<file path="config.mk">
export PLATFORM = sky130hd
export DESIGN_NAME = cpu_req_queue
export DESIGN_NICKNAME = d
export VERILOG_FILES = /design/src/rtl/cpu_req_queue.sv
export SDC_FILE = /design/constraint.sdc
export NUM_CORES = 1
export LEC_CHECK = 0
export ABC_CLOCK_PERIOD_IN_PS = 9700
export CORE_MARGIN = 2
export CORE_UTILIZATION = 57
export DETAILED_ROUTE_END_ITERATION = 8
export HOLD_SLACK_MARGIN = 0.03
export PLACE_DENSITY = 0.89
export SLEW_MARGIN = 10
export SYNTH_ARGS = -nofsm -noshare
export SYNTH_HDL_FRONTEND = slang
export SYNTH_SLANG_ARGS = --single-unit
</file>
<file path="constraint.sdc">
create_clock -name i_cpu_ck -period 9.7 [get_ports i_cpu_ck]
set_clock_uncertainty 0.15 [all_clocks]
set_input_delay 0.97 -clock i_cpu_ck [delete_from_list [all_inputs] [get_ports i_cpu_ck]]
set_output_delay 0.97 -clock i_cpu_ck [all_outputs]
set_load 0.01 [all_outputs]
</file>
<file path="src/rtl/cpu_req_queue.sv">
// In-order CPU request queue in front of a memory controller.
// Throttles issued reads to MAX_RD outstanding and registers returning read data.
module cpu_req_queue #(
  parameter int unsigned ADDR_W = 32,
  parameter int unsigned DATA_W = 64,
  parameter int unsigned DM_W   = 8,
  parameter int unsigned DEPTH  = 8,
  parameter int unsigned MAX_RD = 4
) (
  input  logic                        i_cpu_ck,
  input  logic                        i_cpu_reset,
  // CPU request side
  input  logic                        i_cpu_valid,
  input  logic                        i_cpu_cmd,
  input  logic [ADDR_W-1:0]           i_cpu_addr,
  input  logic [DATA_W-1:0]           i_cpu_wr_data,
  input  logic [DM_W-1:0]             i_cpu_dm,
  output logic                        o_cpu_data_rdy,
  // CPU read return
  output logic [DATA_W-1:0]           o_cpu_rd_data,
  output logic                        o_cpu_rd_data_valid,
  // Controller request side
  output logic                        o_mc_req_valid,
  output logic                        o_mc_req_cmd,
  output logic [ADDR_W-1:0]           o_mc_req_addr,
  output logic [DATA_W-1:0]           o_mc_req_wr_data,
  output logic [DM_W-1:0]             o_mc_req_dm,
  input  logic                        i_mc_req_ready,
  // Controller read return
  input  logic [DATA_W-1:0]           i_mc_rd_data,
  input  logic                        i_mc_rd_valid,
  // Status
  output logic [$clog2(DEPTH):0]      o_occupancy,
  output logic [$clog2(MAX_RD):0]     o_rd_outstanding,
  output logic                        o_err_unexp_rd
);

  localparam int unsigned PTR_W = $clog2(DEPTH);
  localparam int unsigned CNT_W = $clog2(DEPTH) + 1;
  localparam int unsigned RD_W  = $clog2(MAX_RD) + 1;

  // Queue storage, intentionally not reset
  logic              mem_cmd  [DEPTH];
  logic [ADDR_W-1:0] mem_addr [DEPTH];
  logic [DATA_W-1:0] mem_data [DEPTH];
  logic [DM_W-1:0]   mem_dm   [DEPTH];

  logic [PTR_W-1:0]  wr_ptr_q, wr_ptr_d;
  logic [PTR_W-1:0]  rd_ptr_q, rd_ptr_d;
  logic [CNT_W-1:0]  occupancy_q, occupancy_d;
  logic [RD_W-1:0]   rd_out_q, rd_out_d;
  logic [DATA_W-1:0] rd_data_q, rd_data_d;
  logic              rd_data_valid_q, rd_data_valid_d;
  logic              err_q, err_d;

  logic              empty;
  logic              ready_for_push;
  logic              head_cmd;
  logic              push;
  logic              pop;
  logic              rd_pop;
  logic              rd_unexp;
  logic              rd_accept;

  // Handshake decode, all from registered state plus current inputs
  always_comb begin
    empty          = (occupancy_q == '0);
    ready_for_push = (occupancy_q < CNT_W'(DEPTH));
    head_cmd       = mem_cmd[rd_ptr_q];
    push           = i_cpu_valid && ready_for_push;
    // A read at the head is held back while the controller already owns MAX_RD reads
    o_mc_req_valid = !empty && !(!head_cmd && (rd_out_q == RD_W'(MAX_RD)));
    pop            = o_mc_req_valid && i_mc_req_ready;
    rd_pop         = pop && !head_cmd;
    rd_unexp       = i_mc_rd_valid && (rd_out_q == '0);
    rd_accept      = i_mc_rd_valid && !rd_unexp;
  end

  // Next-state computation
  always_comb begin
    wr_ptr_d        = wr_ptr_q;
    rd_ptr_d        = rd_ptr_q;
    occupancy_d     = occupancy_q;
    rd_out_d        = rd_out_q;
    rd_data_d       = rd_data_q;
    rd_data_valid_d = rd_accept;
    err_d           = err_q || rd_unexp;

    if (push) begin
      wr_ptr_d = wr_ptr_q + PTR_W'(1);
    end
    if (pop) begin
      rd_ptr_d = rd_ptr_q + PTR_W'(1);
    end

    unique case ({push, pop})
      2'b10:   occupancy_d = occupancy_q + CNT_W'(1);
      2'b01:   occupancy_d = occupancy_q - CNT_W'(1);
      default: occupancy_d = occupancy_q;
    endcase

    unique case ({rd_pop, rd_accept})
      2'b10:   rd_out_d = rd_out_q + RD_W'(1);
      2'b01:   rd_out_d = rd_out_q - RD_W'(1);
      default: rd_out_d = rd_out_q;
    endcase

    if (rd_accept) begin
      rd_data_d = i_mc_rd_data;
    end
  end

  always_ff @(posedge i_cpu_ck or posedge i_cpu_reset) begin
    if (i_cpu_reset) begin
      wr_ptr_q        <= '0;
      rd_ptr_q        <= '0;
      occupancy_q     <= '0;
      rd_out_q        <= '0;
      rd_data_q       <= '0;
      rd_data_valid_q <= 1'b0;
      err_q           <= 1'b0;
    end else begin
      wr_ptr_q        <= wr_ptr_d;
      rd_ptr_q        <= rd_ptr_d;
      occupancy_q     <= occupancy_d;
      rd_out_q        <= rd_out_d;
      rd_data_q       <= rd_data_d;
      rd_data_valid_q <= rd_data_valid_d;
      err_q           <= err_d;
    end
  end

  always_ff @(posedge i_cpu_ck) begin
    if (push) begin
      mem_cmd[wr_ptr_q]  <= i_cpu_cmd;
      mem_addr[wr_ptr_q] <= i_cpu_addr;
      mem_data[wr_ptr_q] <= i_cpu_wr_data;
      mem_dm[wr_ptr_q]   <= i_cpu_dm;
    end
  end

  always_comb begin
    o_cpu_data_rdy      = ready_for_push;
    o_mc_req_cmd        = head_cmd;
    o_mc_req_addr       = mem_addr[rd_ptr_q];
    o_mc_req_wr_data    = mem_data[rd_ptr_q];
    o_mc_req_dm         = mem_dm[rd_ptr_q];
    o_cpu_rd_data       = rd_data_q;
    o_cpu_rd_data_valid = rd_data_valid_q;
    o_occupancy         = occupancy_q;
    o_rd_outstanding    = rd_out_q;
    o_err_unexp_rd      = err_q;
  end

endmodule

</file>
Yosys cells after proc, flatten, opt, wreduce, memory -nomap -nowiden
Memories as Yosys holds them, arrays and structs flattened.
Cells that the tools add are included.
W data, S select, Z words.
{ "op_classes": {"addsub": 6, "n_mul": 0, "div": 0, "magnitude_cmp": 1, "n_eq_ne": 5, "shifts": 0, "n_mux": 4, "n_bitwise": 0, "reduce_logical": 16} }
{ "op_table": {"columns": ["cell", "n"], "rows": [
  ["$add A3 B1 Y3 const B", 3],
  ["$pmux W4 S2", 1],
  ["$logic_and A1 B1 Y1", 7],
  ["$pmux W3 S2", 1],
  ["$add A4 B1 Y4 const B", 1],
  ["$eq A2 B1 Y1 const B", 2],
  ["$eq A2 B2 Y1 const B", 2],
  ["$logic_not A1 Y1", 4],
  ["$logic_not A4 Y1", 1],
  ["$lt A4 B4 Y1 const B", 1],
  ["$reduce_bool A2 Y1", 2],
  ["$sub A4 B1 Y4 const B", 1],
  ["$eq A3 B3 Y1 const B", 1],
  ["$logic_not A3 Y1", 1],
  ["$sub A3 B1 Y3 const B", 1],
  ["$mux W1", 2],
  ["$logic_or A1 B1 Y1", 1]
]} }
{ "word_totals": {"regBits": 79, "latch_bits": 0, "ram_bits": 840, "romBits": 0, "input_bits": 174, "out_inout_bits": 180, "n_memories": 4} }
{ "mem_list": {"columns": ["name", "depth", "width", "rd", "rd_clocked_by_memory_dff", "wr", "line", "text"], "rows": [
  ["mem_data", 8, 64, 1, 0, 1, "45", "logic [DATA_W-1:0] mem_data [DEPTH];"],
  ["mem_addr", 8, 32, 1, 0, 1, "44", "logic [ADDR_W-1:0] mem_addr [DEPTH];"],
  ["mem_dm", 8, 8, 1, 0, 1, "46", "logic [DM_W-1:0] mem_dm [DEPTH];"],
  ["mem_cmd", 8, 1, 1, 0, 1, "43", "logic mem_cmd [DEPTH];"]
]} }

Logic depth before layout (Yosys ltp)
An unclocked memory read counts as a cell.
{ "logic_depth": {"depth_word": 9, "depth_mapped": 11, "depth_no_buf": 9} }

Worst setup path before layout
Ideal clock, no wire load.
{ "synth_path": {"kind": "input to register", "from": "in i_cpu_valid", "to": "mem mem_addr[0][0], enable pin", "setup_time_ns": 0.697, "t_arrival_ns": 8.555, "required_time_ns": 8.853, "slack_ns": 0.298, "stages": 3, "n_path_buf": 0, "cell_sequence": "nor2b_1 -> nand2b_1 -> nor3_1"} }
{ "synth_via": {"elab_chain_cells": 3} }
{ "synth_lines": {"columns": ["item", "line", "text"], "rows": [
  ["start, declared", "13", "input logic i_cpu_valid,"],
  ["$logic_and A1 B1 Y1", "70", "push = i_cpu_valid && ready_for_push;"],
  ["$mux W1", "134", "if (push) begin"],
  ["$mux W1 (implied by the code)", "136", "mem_addr[wr_ptr_q] <= i_cpu_addr;"],
  ["end, declared", "44", null]
]} }
No other way between the ends.

Final worst setup path
{ "layout_path": {"from": "reg rd_ptr_q[0]", "to": "out o_mc_req_valid"} }
{ "layout_via": {"elab_chain_cells": 5} }
{ "layout_lines": {"columns": ["item", "line", "text"], "rows": [
  ["start, declared", "49", "logic [PTR_W-1:0] rd_ptr_q, rd_ptr_d;"],
  ["start signal, assigned", "124", "rd_ptr_q <= rd_ptr_d;"],
  ["$mem_v2 Z8 W1", null, null],
  ["$logic_not A1 Y1", "72", "o_mc_req_valid = !empty && !(!head_cmd && (rd_out_q == RD_W'(MAX_RD)));"],
  ["$logic_and A1 B1 Y1", "72", null],
  ["$logic_not A1 Y1", "72", null],
  ["$logic_and A1 B1 Y1", "72", null],
  ["end, declared", "23", "output logic o_mc_req_valid,"]
]} }
No other way between the ends.

==> qor_table.md <==
| Quantity | This run | Unit |
|:---|:---|:---|
| Status | completed | - |
| Fraction of the yosys area taken by sequential cells | 78.61 | % |
| Most repeated library cell on the critical path | sky130_fd_sc_hd__nor2_1 | - |
| Max-cap viol count | 0 | - |
| Leakage | 13.80 | nW |
| Library cells used by synthesis | 28 | - |
| FMAX | 192.2 | MHz |
| Main area contributors after synthesis | sky130_fd_sc_hd__edfxtp_1 (73%), sky130_fd_sc_hd__mux4_2 (14%), sky130_fd_sc_hd__dfrtp_1 (5.7%) | - |
| WL/cell | 27.93 | µm |
| Pwr/cell area | 301.0 | mW/mm² |
| Total clock sinks | 919 | - |
| Critical-path top delay cell | sky130_fd_sc_hd__dfrtp_4 | - |
| Largest fanout on the critical path | 106 | - |
| Resized cells post-CTS | 0 | - |
| Syn avg cell area | 24.18 | µm² |
| Number of core rows | 90 | - |
| Main combinational cell family by area after synthesis | multiplexers | - |
| Unrepaired setup endpoints after global routing | no | - |
| Critical-path cell list | buf_12 > mux4_2 > mux2_4 > nor2_1 > nor2_1 > clkdlybuf4s50_1 | - |
| Synthesis Warnings | 0 | - |
| I/O Pins | 354 | - |
| Placeable core region | 0.06013 | mm² |
| Simple-gate portion of the synthesized area | 0.3688 | % |
| Hold violation total from the final report | 0 | - |
| Die width | 250.4 | µm |
| First-pass GRT wire length | 112,700 | µm |
| Global routing usage summed across all routing layers | 24.57 | % |
| Setup slack after layout | 4.496 | ns |
| Final weighted congestion in routability-driven placement | 0.8378 | - |
| Number of buffers inserted during clock tree synthesis | 89 | - |
| Syn_nets | 1,613 | - |
| Layout area overhead | 22.10 | % |
| Proportion of synthesized area in mux cells | 19.34 | % |
| Count of mapped cells out of synthesis | 1,431 | - |
| Period minus WS final | 5.204 | ns |
| TritonCTS clock tree | built | - |
| Global route total overflow | 0 | - |
| CP startpoint kind | register | - |
| Final number of max-transition violations | 0 | - |
| Remaining routing DRC violations | 0 | - |
| Cell type with the highest aggregate area in the netlist | sky130_fd_sc_hd__edfxtp_1 | - |
| H-tree Lvls | 3 | - |
| Overall via count from detail_route | 16.21k | - |
| Fin Setup TNS | 0 | ns |
| Category of the worst setup path capture point | primary output | - |
| Die boundary height | 250.4 | µm |
| Xor/xnor cell area share of the yosys netlist | 0.2531 | % |
| Data arrival time of the critical path | 4.08 | ns |
| Post-synthesis async set-or-reset flop share | 8.596 | % |
| Number of buffers added for setup after CTS | 0 | - |
| Setup slack at placement | 5.076 | ns |
| IR Drop Worst-Case VDD | 0.0002339 | V |
| Pin count of the biggest net entering global routing | 159 | - |
| Initial core utilization | 57.55 | % |
| DPL Wire Length | 40,880 | µm |
| Adder and majority gate portion of the synthesized area | 0.3326 | % |
| Core occupancy in the finished layout | 70.27 | % |
| Number of buffers on the longest clock path | 3 | - |
| Required time at the worst-slack endpoint | 8.58 | ns |
| Total Routed Length | 75,400 | µm |
| Average vias per placed instance | 6.002 | - |
| Post-CTS clock slew at the launch and capture registers of the worst setup and hold paths | 0.06 | ns |
| Worst min-delay path class | register to register | - |
| Count of antenna-violating nets left after detailed routing | 0 | - |
| Compound-cell area share of the yosys netlist | 0.1374 | % |
| Root buffer cell | sky130_fd_sc_hd__clkbuf_16 | - |
| First DRT Iteration DRCs | 1,157 | - |
| Portion of the clock cycle consumed by the worst path in the final layout | 53.65 | % |
| First-pass DRT Iterations | 4 | - |
| Die footprint | 0.06270 | mm² |
| Final setup violation count | 0 | - |
| Least-Margin Pin Slew | 1.110 | ns |
| Kind of critical path | register to primary output | - |
| Overall power after layout | 12.72 | mW |
| Number of enable-type register cells in the synthesized netlist | 840 | - |
| Fraction of layout instances using a drive strength above 1 | 29.45 | % |
| Synth top area share | 72.89 | % |
| Dominant register cell in the synthesized netlist | sky130_fd_sc_hd__edfxtp_1 | - |
| Number of synthesized register bits | 919 | - |
| Netlist area before placement | 0.03460 | mm² |
| Via count of the first global-routing pass | 17.85k | - |
| Largest incremental delay on the critical path | 0.99 | ns |
| Fill cells | 3,424 | - |
| CTS Hold Buffers Added | 0 | - |
| Clock network latency to the later pin of the worst-skew pair | 0.62 | ns |
| Total number of nets in the final design | 2,013 | - |
| Slew HR | 26.02 | % |
| Initial antenna violation count | 16 | - |
| IO Port Bufs | 353 | - |
[metrics by stage]
step,hold slack (ns),cells,instance area (µm²)
finish,0.3236,2700,42250
global route,0.3659,2699,42250
CTS,0.3278,2690,42230
detailed placement,0.3149,2522,39090
global placement,0.2910,2522,39090
floorplan,0.3305,1431,34600
[logic make-up (layout without fill, tap and decap cells)]
group	Yosys count	after routing
xor gates and xnor gates	10	10
adders and majority gates	8	8
muxes	384	384
and+or+nand+nor	27	27
buffers and inverters	77	554
AOI/OAI and AO/OA	6	6
other	0	10
DFF	919	919
[worst paths after layout]
path	depth (start not counted)	from	slack (ns)	to
worst max-delay path	6	rd_ptr_q[0]$_DFFE_PP0P_	4.50	o_mc_req_valid
worst min-delay path	1	o_err_unexp_rd$_DFF_PP0_	0.32	o_err_unexp_rd$_DFF_PP0_
worst max register to register	10	rd_ptr_q[0]$_DFFE_PP0P_	5.16	o_occupancy[3]$_DFFE_PP0P_
worst min register to register	1	o_err_unexp_rd$_DFF_PP0_	0.32	o_err_unexp_rd$_DFF_PP0_
max in group asynchronous	3	i_cpu_reset	7.78	rd_ptr_q[1]$_DFFE_PP0P_
min in group asynchronous	3	i_cpu_reset	0.84	o_cpu_rd_data[47]$_DFFE_PP0P_
[state kept, by name, summed over array words and instances, names as in the netlist]
register,count
o_cpu_rd_data,64
o_cpu_rd_data_valid,1
mem_addr,256
wr_ptr_q,3
mem_cmd,8
mem_dm,64
mem_data,512
o_rd_outstanding,3
rd_ptr_q,3
o_err_unexp_rd,1
o_occupancy,4
[synth_stat cells, drive strengths merged (3+ instances only)]
cell,n
buf,34
clkbuf,33
dfrtp,79
edfxtp,840
ha,6
inv,10
mux2,171
mux2i,3
mux4,210
nand2,4
nand2b,4
nor2,11
nor3,3
xnor2,5
xor2,5
[critical path: cells and delay by family (launching register included)]
kind	cells	cell delay, ns
flip-flops	1	0.99
multiplexers	2	0.91
buffers and inverters	2	1.08
AND/OR/NAND/NOR	2	0.17
[where the power goes]
part	switching (mW)	internal (mW)	total (mW)
clock network	1.49	2.17	3.66
registers	0.309	4.82	5.13
logic	1.75	2.18	3.93
[placed cells by master, fill, tap and decap left out, types with 3 or more instances in the layout]
cell type | synthesis | routed
sky130_fd_sc_hd__edfxtp_1 | 840 | 840
sky130_fd_sc_hd__clkdlybuf4s50_1 | 0 | 353
sky130_fd_sc_hd__mux4_2 | 210 | 210
sky130_fd_sc_hd__mux2_2 | 169 | 169
sky130_fd_sc_hd__clkbuf_16 | 0 | 92
sky130_fd_sc_hd__dfrtp_1 | 79 | 76
sky130_fd_sc_hd__buf_4 | 0 | 21
sky130_fd_sc_hd__clkinv_2 | 0 | 20
sky130_fd_sc_hd__bufinv_16 | 0 | 15
sky130_fd_sc_hd__clkinv_1 | 0 | 15
sky130_fd_sc_hd__diode_2 | 0 | 10
sky130_fd_sc_hd__inv_1 | 10 | 9
sky130_fd_sc_hd__clkbuf_1 | 33 | 9
sky130_fd_sc_hd__nor2_4 | 0 | 6
sky130_fd_sc_hd__ha_1 | 6 | 6
sky130_fd_sc_hd__nor2_1 | 11 | 5
sky130_fd_sc_hd__xor2_1 | 5 | 5
sky130_fd_sc_hd__xnor2_1 | 5 | 5
sky130_fd_sc_hd__nand2_1 | 4 | 4
sky130_fd_sc_hd__clkinvlp_4 | 0 | 4
sky130_fd_sc_hd__nand2b_1 | 4 | 3
sky130_fd_sc_hd__mux2i_1 | 3 | 3
sky130_fd_sc_hd__inv_6 | 0 | 3
sky130_fd_sc_hd__clkbuf_8 | 0 | 3
sky130_fd_sc_hd__clkinv_4 | 0 | 3
sky130_fd_sc_hd__dfrtp_4 | 0 | 3
[area by class of cell]
class                      instances  area (µm²)  area share [%]
inverter                          10       37.54         0.08884
sequential                       919       27210           64.40
clock inverter                    64       763.2           1.806
clock buffer                     104        2377           5.626
tap                              782       978.4           2.316
antenna                           10       25.02         0.05922
timing repair buffer             376        3731           8.830
multi-input combinational        435        7128           16.87
[per-layer routing]
metal,global-route usage [%],up-vias,routed length [µm]
met3,6.557,164,5750
li1,-,6831,-
met1,30.08,8560,27900
met4,10.95,14,2713
met5,0,-,97
met2,41.46,636,38940
No activity file was read; power rests on OpenSTA's default activity.
